File: src/rtl/instruction_fetch_stage.sv
// -----------------------------------------------------------------------------
// instruction_fetch_stage
//
// Purpose
//   IF stage of the 5-stage MIPS pipeline. Owns the program counter and runs a
//   req/ack handshake to a variable-latency instruction memory. It honours
//   branch/jump redirects from ID, the IF/ID flush, and the hazard-unit stall.
//   It also drives the IF/ID register (instruction, PC+4, valid).
//
// Handshake (imem)
//   imemReqOutput is high with a stable imemAddrOutput until imemAckInput is
//   seen. imemAckInput may arrive in the same cycle as the request. On ack,
//   imemDataInput carries the word for imemAddrOutput in that cycle. The word
//   reaches IF/ID on the following clock edge. The peak rate is one word per
//   cycle. Acks are ignored while req is low. The memory must abort on reset.
//
// Parameters
//   RESET_PC   PC loaded on reset
//   NOP_WORD   instruction presented on instructionOutput when IF/ID is not valid
//
// Ports
//   clk                 in   1   rising-edge clock
//   reset               in   1   synchronous, active-high
//   stallInput          in   1   hold PC and IF/ID
//   ifFlushInput        in   1   squash IF/ID contents
//   branchControlInput  in   1   take branch
//   pcBranchInput       in   32  branch target
//   jumpInput           in   1   take jump (priority over branch)
//   pcJumpInput         in   32  jump target
//   imemReqOutput       out  1   fetch request
//   imemAddrOutput      out  32  fetch address (= PC)
//   imemAckInput        in   1   memory accepted req, data valid this cycle
//   imemDataInput       in   32  fetched word
//   instructionOutput   out  32  IF/ID instruction
//   pc4Output           out  32  IF/ID PC+4
//   validOutput         out  1   IF/ID holds a real instruction
//   fetchStateOutput    out  2   current FSM state (debug observation)
//
// Configuration
//   FETCH_PERF_COUNT_EN  when defined, adds two outputs:
//     fetchCountOutput   [31:0]  instructions loaded into IF/ID with valid=1
//     discardCountOutput [31:0]  acked words that were dropped
// -----------------------------------------------------------------------------
module instruction_fetch_stage #(
   parameter logic [31:0] RESET_PC = 32'h0000_0000,
   parameter logic [31:0] NOP_WORD = 32'h0000_0000
) (
   input  logic        clk,
   input  logic        reset,
   input  logic        stallInput,
   input  logic        ifFlushInput,
   input  logic        branchControlInput,
   input  logic [31:0] pcBranchInput,
   input  logic        jumpInput,
   input  logic [31:0] pcJumpInput,
   output logic        imemReqOutput,
   output logic [31:0] imemAddrOutput,
   input  logic        imemAckInput,
   input  logic [31:0] imemDataInput,
   output logic [31:0] instructionOutput,
   output logic [31:0] pc4Output,
   output logic        validOutput,
   output logic [1:0]  fetchStateOutput
`ifdef FETCH_PERF_COUNT_EN
   ,
   output logic [31:0] fetchCountOutput,
   output logic [31:0] discardCountOutput
`endif
);

   // FETCH   : request outstanding at pc_q
   // DISCARD : a redirect arrived while the request was still pending. The
   //           address must stay stable, so the request is finished and its
   //           word is thrown away.
   // HOLD    : a word was acked during a stall. It is parked in the buffer
   //           and the request is dropped until the stall releases.
   typedef enum logic [1:0] {
      ST_FETCH   = 2'd0,
      ST_DISCARD = 2'd1,
      ST_HOLD    = 2'd2
   } state_t;

   state_t      state_q;
   logic [31:0] pc_q;
   logic [31:0] redir_pc_q;
   logic [31:0] buf_instr_q;
   logic [31:0] buf_pc4_q;
   logic [31:0] ifid_instr_q;
   logic [31:0] ifid_pc4_q;
   logic        ifid_valid_q;

   logic        redirect;
   logic [31:0] redir_target;
   logic [31:0] pc_plus4;

   // IF/ID load decision for this cycle
   logic        ifid_load;
   logic [31:0] load_instr;
   logic [31:0] load_pc4;
   logic        word_drop;

   assign redirect = jumpInput | branchControlInput;
   // Jump wins over branch. Targets are word-aligned, so the low bits are cleared.
   assign redir_target = (jumpInput ? pcJumpInput : pcBranchInput) & 32'hFFFF_FFFC;
   assign pc_plus4     = pc_q + 32'd4;

   always_comb begin
      ifid_load  = 1'b0;
      load_instr = imemDataInput;
      load_pc4   = pc_plus4;
      word_drop  = 1'b0;
      case (state_q)
         ST_FETCH: begin
            if (imemAckInput) begin
               if (redirect)         word_drop = 1'b1;
               else if (!stallInput) ifid_load = 1'b1;
            end
         end
         ST_DISCARD: begin
            if (imemAckInput) word_drop = 1'b1;
         end
         ST_HOLD: begin
            if (redirect) begin
               word_drop = 1'b1;
            end else if (!stallInput) begin
               ifid_load  = 1'b1;
               load_instr = buf_instr_q;
               load_pc4   = buf_pc4_q;
            end
         end
         default: ;
      endcase
   end

   always_ff @(posedge clk) begin
      if (reset) begin
         state_q      <= ST_FETCH;
         pc_q         <= RESET_PC;
         redir_pc_q   <= RESET_PC;
         buf_instr_q  <= NOP_WORD;
         buf_pc4_q    <= 32'd0;
         ifid_instr_q <= NOP_WORD;
         ifid_pc4_q   <= 32'd0;
         ifid_valid_q <= 1'b0;
      end else begin
         case (state_q)
            ST_FETCH: begin
               if (imemAckInput) begin
                  if (redirect) begin
                     pc_q <= redir_target;
                  end else if (stallInput) begin
                     buf_instr_q <= imemDataInput;
                     buf_pc4_q   <= pc_plus4;
                     state_q     <= ST_HOLD;
                  end else begin
                     pc_q <= pc_plus4;
                  end
               end else if (redirect) begin
                  redir_pc_q <= redir_target;
                  state_q    <= ST_DISCARD;
               end
            end
            ST_DISCARD: begin
               if (redirect) redir_pc_q <= redir_target;
               if (imemAckInput) begin
                  // A redirect arriving with the ack is the newest target.
                  pc_q    <= redirect ? redir_target : redir_pc_q;
                  state_q <= ST_FETCH;
               end
            end
            ST_HOLD: begin
               if (redirect) begin
                  pc_q    <= redir_target;
                  state_q <= ST_FETCH;
               end else if (!stallInput) begin
                  pc_q    <= pc_plus4;
                  state_q <= ST_FETCH;
               end
            end
            default: state_q <= ST_FETCH;
         endcase

         // The flush beats both stall and load. Without a load, IF/ID
         // bubbles unless the stall holds it.
         if (ifFlushInput) begin
            ifid_valid_q <= 1'b0;
            ifid_instr_q <= NOP_WORD;
         end else if (ifid_load) begin
            ifid_instr_q <= load_instr;
            ifid_pc4_q   <= load_pc4;
            ifid_valid_q <= 1'b1;
         end else if (!stallInput) begin
            ifid_valid_q <= 1'b0;
         end
      end
   end

`ifdef FETCH_PERF_COUNT_EN
   logic [31:0] fetch_cnt_q;
   logic [31:0] discard_cnt_q;

   always_ff @(posedge clk) begin
      if (reset) begin
         fetch_cnt_q   <= 32'd0;
         discard_cnt_q <= 32'd0;
      end else begin
         if (ifid_load && !ifFlushInput) fetch_cnt_q <= fetch_cnt_q + 32'd1;
         if (word_drop)                  discard_cnt_q <= discard_cnt_q + 32'd1;
      end
   end

   assign fetchCountOutput   = fetch_cnt_q;
   assign discardCountOutput = discard_cnt_q;
`endif

   // Outputs are forced to their idle values during the reset cycle itself.
   // This drops an in-flight request immediately.
   assign imemReqOutput     = ~reset & (state_q != ST_HOLD);
   assign imemAddrOutput    = pc_q;
   assign instructionOutput = (reset | ~ifid_valid_q) ? NOP_WORD : ifid_instr_q;
   assign pc4Output         = reset ? 32'd0 : ifid_pc4_q;
   assign validOutput       = ~reset & ifid_valid_q;
   assign fetchStateOutput  = state_q;

endmodule

File: config.mk
export PLATFORM = sky130hd
export DESIGN_NAME = instruction_fetch_stage
export DESIGN_NICKNAME = d
export VERILOG_FILES = /design/src/rtl/instruction_fetch_stage.sv
export SDC_FILE = /design/constraint.sdc
export NUM_CORES = 1
export LEC_CHECK = 0
export CORE_MARGIN = 4
export CORE_UTILIZATION = 35
export CTS_CLUSTER_SIZE = 28
export DETAILED_ROUTE_END_ITERATION = 16
export GPL_TIMING_DRIVEN = 0
export PLACE_DENSITY = 0.68
export SYNTH_ARGS = -nofsm -noshare
export SYNTH_HDL_FRONTEND = slang
export SYNTH_SLANG_ARGS = --single-unit
File: constraint.sdc
create_clock -name clk -period 5.17 [get_ports clk]
set_input_delay 1.034 -clock clk [delete_from_list [all_inputs] [get_ports clk]]
set_output_delay 1.034 -clock clk [all_outputs]
set_load 0.02 [all_outputs]
==> flow_summary.toml <==
[worst_setup_path]
cp.required_ps = 4140
worst_setup_path_end_kind = "primary output"
reg2reg_from = "fetchStateOutput[1]"
path_class = "input port to primary output"
rrSetupSlack_ps = 2540
cp-start-kind = "input port"
reg2reg_depth = 7
arrival_ps = 3890
regToRegEndpoint = "ifid_pc4_q[19]"
cp_max_fo = 10

[layout]
postLayoutCoreUtil_pct = 47.13
final_cells = 1704
drive_above_1_share_pct = 5.332
syn_to_final_growth_pct = 32.28
diodes = 0
num-nets-final = 1460
finalInstanceArea_um2 = 12320

[worst_hold_path]
whs_endpoint = "buf_instr_q[2]"
hold_depth = 2
worstHoldStart = "buf_instr_q[2]"
hold_path.class = "flip-flop to flip-flop"

[job]
maxCapViolations = 0

[sta]
final.setup_skew_ps = 18.37
rsz0062_at_grt = "false"
relSlewSlack_pct = 45.79
hold_viol = 0
final_max_slew_viol_count = 0
worst_pin_slew_ps = 811.0
setup_viol = 0
period_share_pct = 95.33
clock.fmax_mhz = 202.9
fin_setup_tns_ps = 0
fin_crit_ps = 4929

[placed_design]
place_congestion = 0.9196
dp.cells = 1672
portBuffers = 197
dp_hpwl_um = 24670
placed_area_um2 = 11700

[cts]
cts_setup_buffers = 0
clkLatencyLatePin_ps = 450
ctsResizeCount = 0
htreeDepth = 4
max-clock-path-buffers = 2
postCtsHoldBufs = 0
cts_tree = "built"
cts-root-buf = "clkbuf_16"
clk_pin_slew_ps = 80
cts.sink_count = 195
cts_made_buffers = 17

[synthesis]
yosys_warnings = 0
syn_area_um2 = 9311
yosys.area.top_type_share_pct = 41.92
ys_seq_area_share_pct = 41.92
syn_nets = 1244
ys_seq_elements = 195
synth-edff-count = 0
synth_cells = 1140
netlist_top_cells_count = "dfxtp_1, nand2_1, nor2_1"
ys_top_cells_by_area = "dfxtp_1, nand2_1, nor2_1"
async_flop_share_pct = 0
ys_dominant_reg_cell = "dfxtp_1"
synth_top_area_cell = "dfxtp_1"
yosysUniqueCellTypes = 61
synth_area_per_cell_um2 = 8.168
synth.most_common_cell = "dfxtp_1"

[drt]
drt-wirelength-per-cell_um = 19.33
routed_wl_um = 32930
drt_iter0_markers = 1006
post-route-drc-count = 0
via_per_inst = 5.697
ant_nets = 0
dr.pass1.iters = 9
vias = 9708

[floorplan]
io_pins = 203
die_w_um = 171.1
initial_core_util_pct = 35.63
die_h_um = 171.1
core-area_um2 = 26130
rows = 59
die_area_um2 = 29280

[global_routing]
grt_pass1_wl_um = 50280
grt_max_degree = 23
grt_antenna_before_repair = 0
grtUsageTotal_pct = 21.54
grt_pass1_vias = 8812
grt-ovfl-total = 0

[power]
peakVddDrop_v = 0.0001900
p_per_area_nw_per_um2 = 279.6
p_leak_nw = 4.126
p_total_mw = 3.444

[outcome]
outcome = "complete, no violations"
how the worst max path moves through the flow:
| stage | startpoint | slack (ps) | endpoint | cells past startpoint |
|---|---|---|---|---|
| global placement | reset | 210 | imemReqOutput | 6 |
| finish | reset | 240 | imemReqOutput | 6 |
| detailed placement | reset | 210 | imemReqOutput | 6 |
| global route | reset | 80 | imemReqOutput | 6 |
| floorplan | reset | 2130 | imemReqOutput | 4 |
| CTS | reset | 180 | imemReqOutput | 6 |
area by class of cell:
type	count	area [um2]
plain buffers	113	454.2
clock buffers	17	425.4
clock inverters	15	188.9
fillers	2596	13820
inverters	10	37.54
multi-input cells	822	4916
flip-flops and latches	195	3904
well taps	335	419.2
repair buffers	197	1972
metrics by stage:
step                      setup slack, ps  hold WS [ps]
after floorplan                      2127         427.4
after global placement              205.7         442.1
after detailed placement            208.1         447.1
after CTS                           178.6         458.0
after global routing                81.33         474.1
final                               241.4         455.0
cells by family after synthesis:
group	Yosys count	synth area share [%]
AOI/OAI and AO/OA	329	25.09
xor gates and xnor gates	28	2.634
adders and majority gates	1	0.1344
buffers and inverters	123	5.281
DFF	195	41.92
muxes	9	1.021
and+or+nand+nor	455	23.92
worst max-delay path: stages:
cell and delay [ps]:
clkdlybuf4s50_1 500, clkbuf_1 390, clkbuf_1 650, clkbuf_1 590
a21oi_1 120, clkdlybuf4s50_1 590
cells in the final DEF, fill, tap and decap left out, drive strengths merged, types with 27 or more instances in the layout:
master / instances
buf: 34
a222oi: 27
nor2b: 36
a22oi: 28
nand2: 131
a211oi: 56
nor2: 127
and2: 37
o22ai: 46
clkbuf: 96
a21oi: 64
nand3: 54
dfxtp: 195
clkdlybuf4s50: 197
a311oi: 36
metal layers:
| metal | track usage, % | vias to the layer above | routed length [um] |
|---|---|---|---|
| li1 | - | 4621 | - |
| met1 | 29.46 | 4594 | 14360 |
| met2 | 34.22 | 442 | 15290 |
| met3 | 5.199 | 51 | 2655 |
| met4 | 5.684 | 0 | 626 |
| met5 | 0 | - | 0 |
state kept, by name (all words and copies together), names as in the netlist:
register          flops
ifid_pc4_q           32
ifid_valid_q          1
buf_pc4_q            32
imemAddrOutput       32
fetchStateOutput      2
buf_instr_q          32
ifid_instr_q         32
redir_pc_q           32
report_power, final:
part	internal [mW]	switching (mW)	total, mW
sequential	1.56	0.0495	1.61
combinational	0.199	0.274	0.473
clock	0.665	0.701	1.37
total	2.42	1.02	3.44
Power figures use the tool's default switching activity.
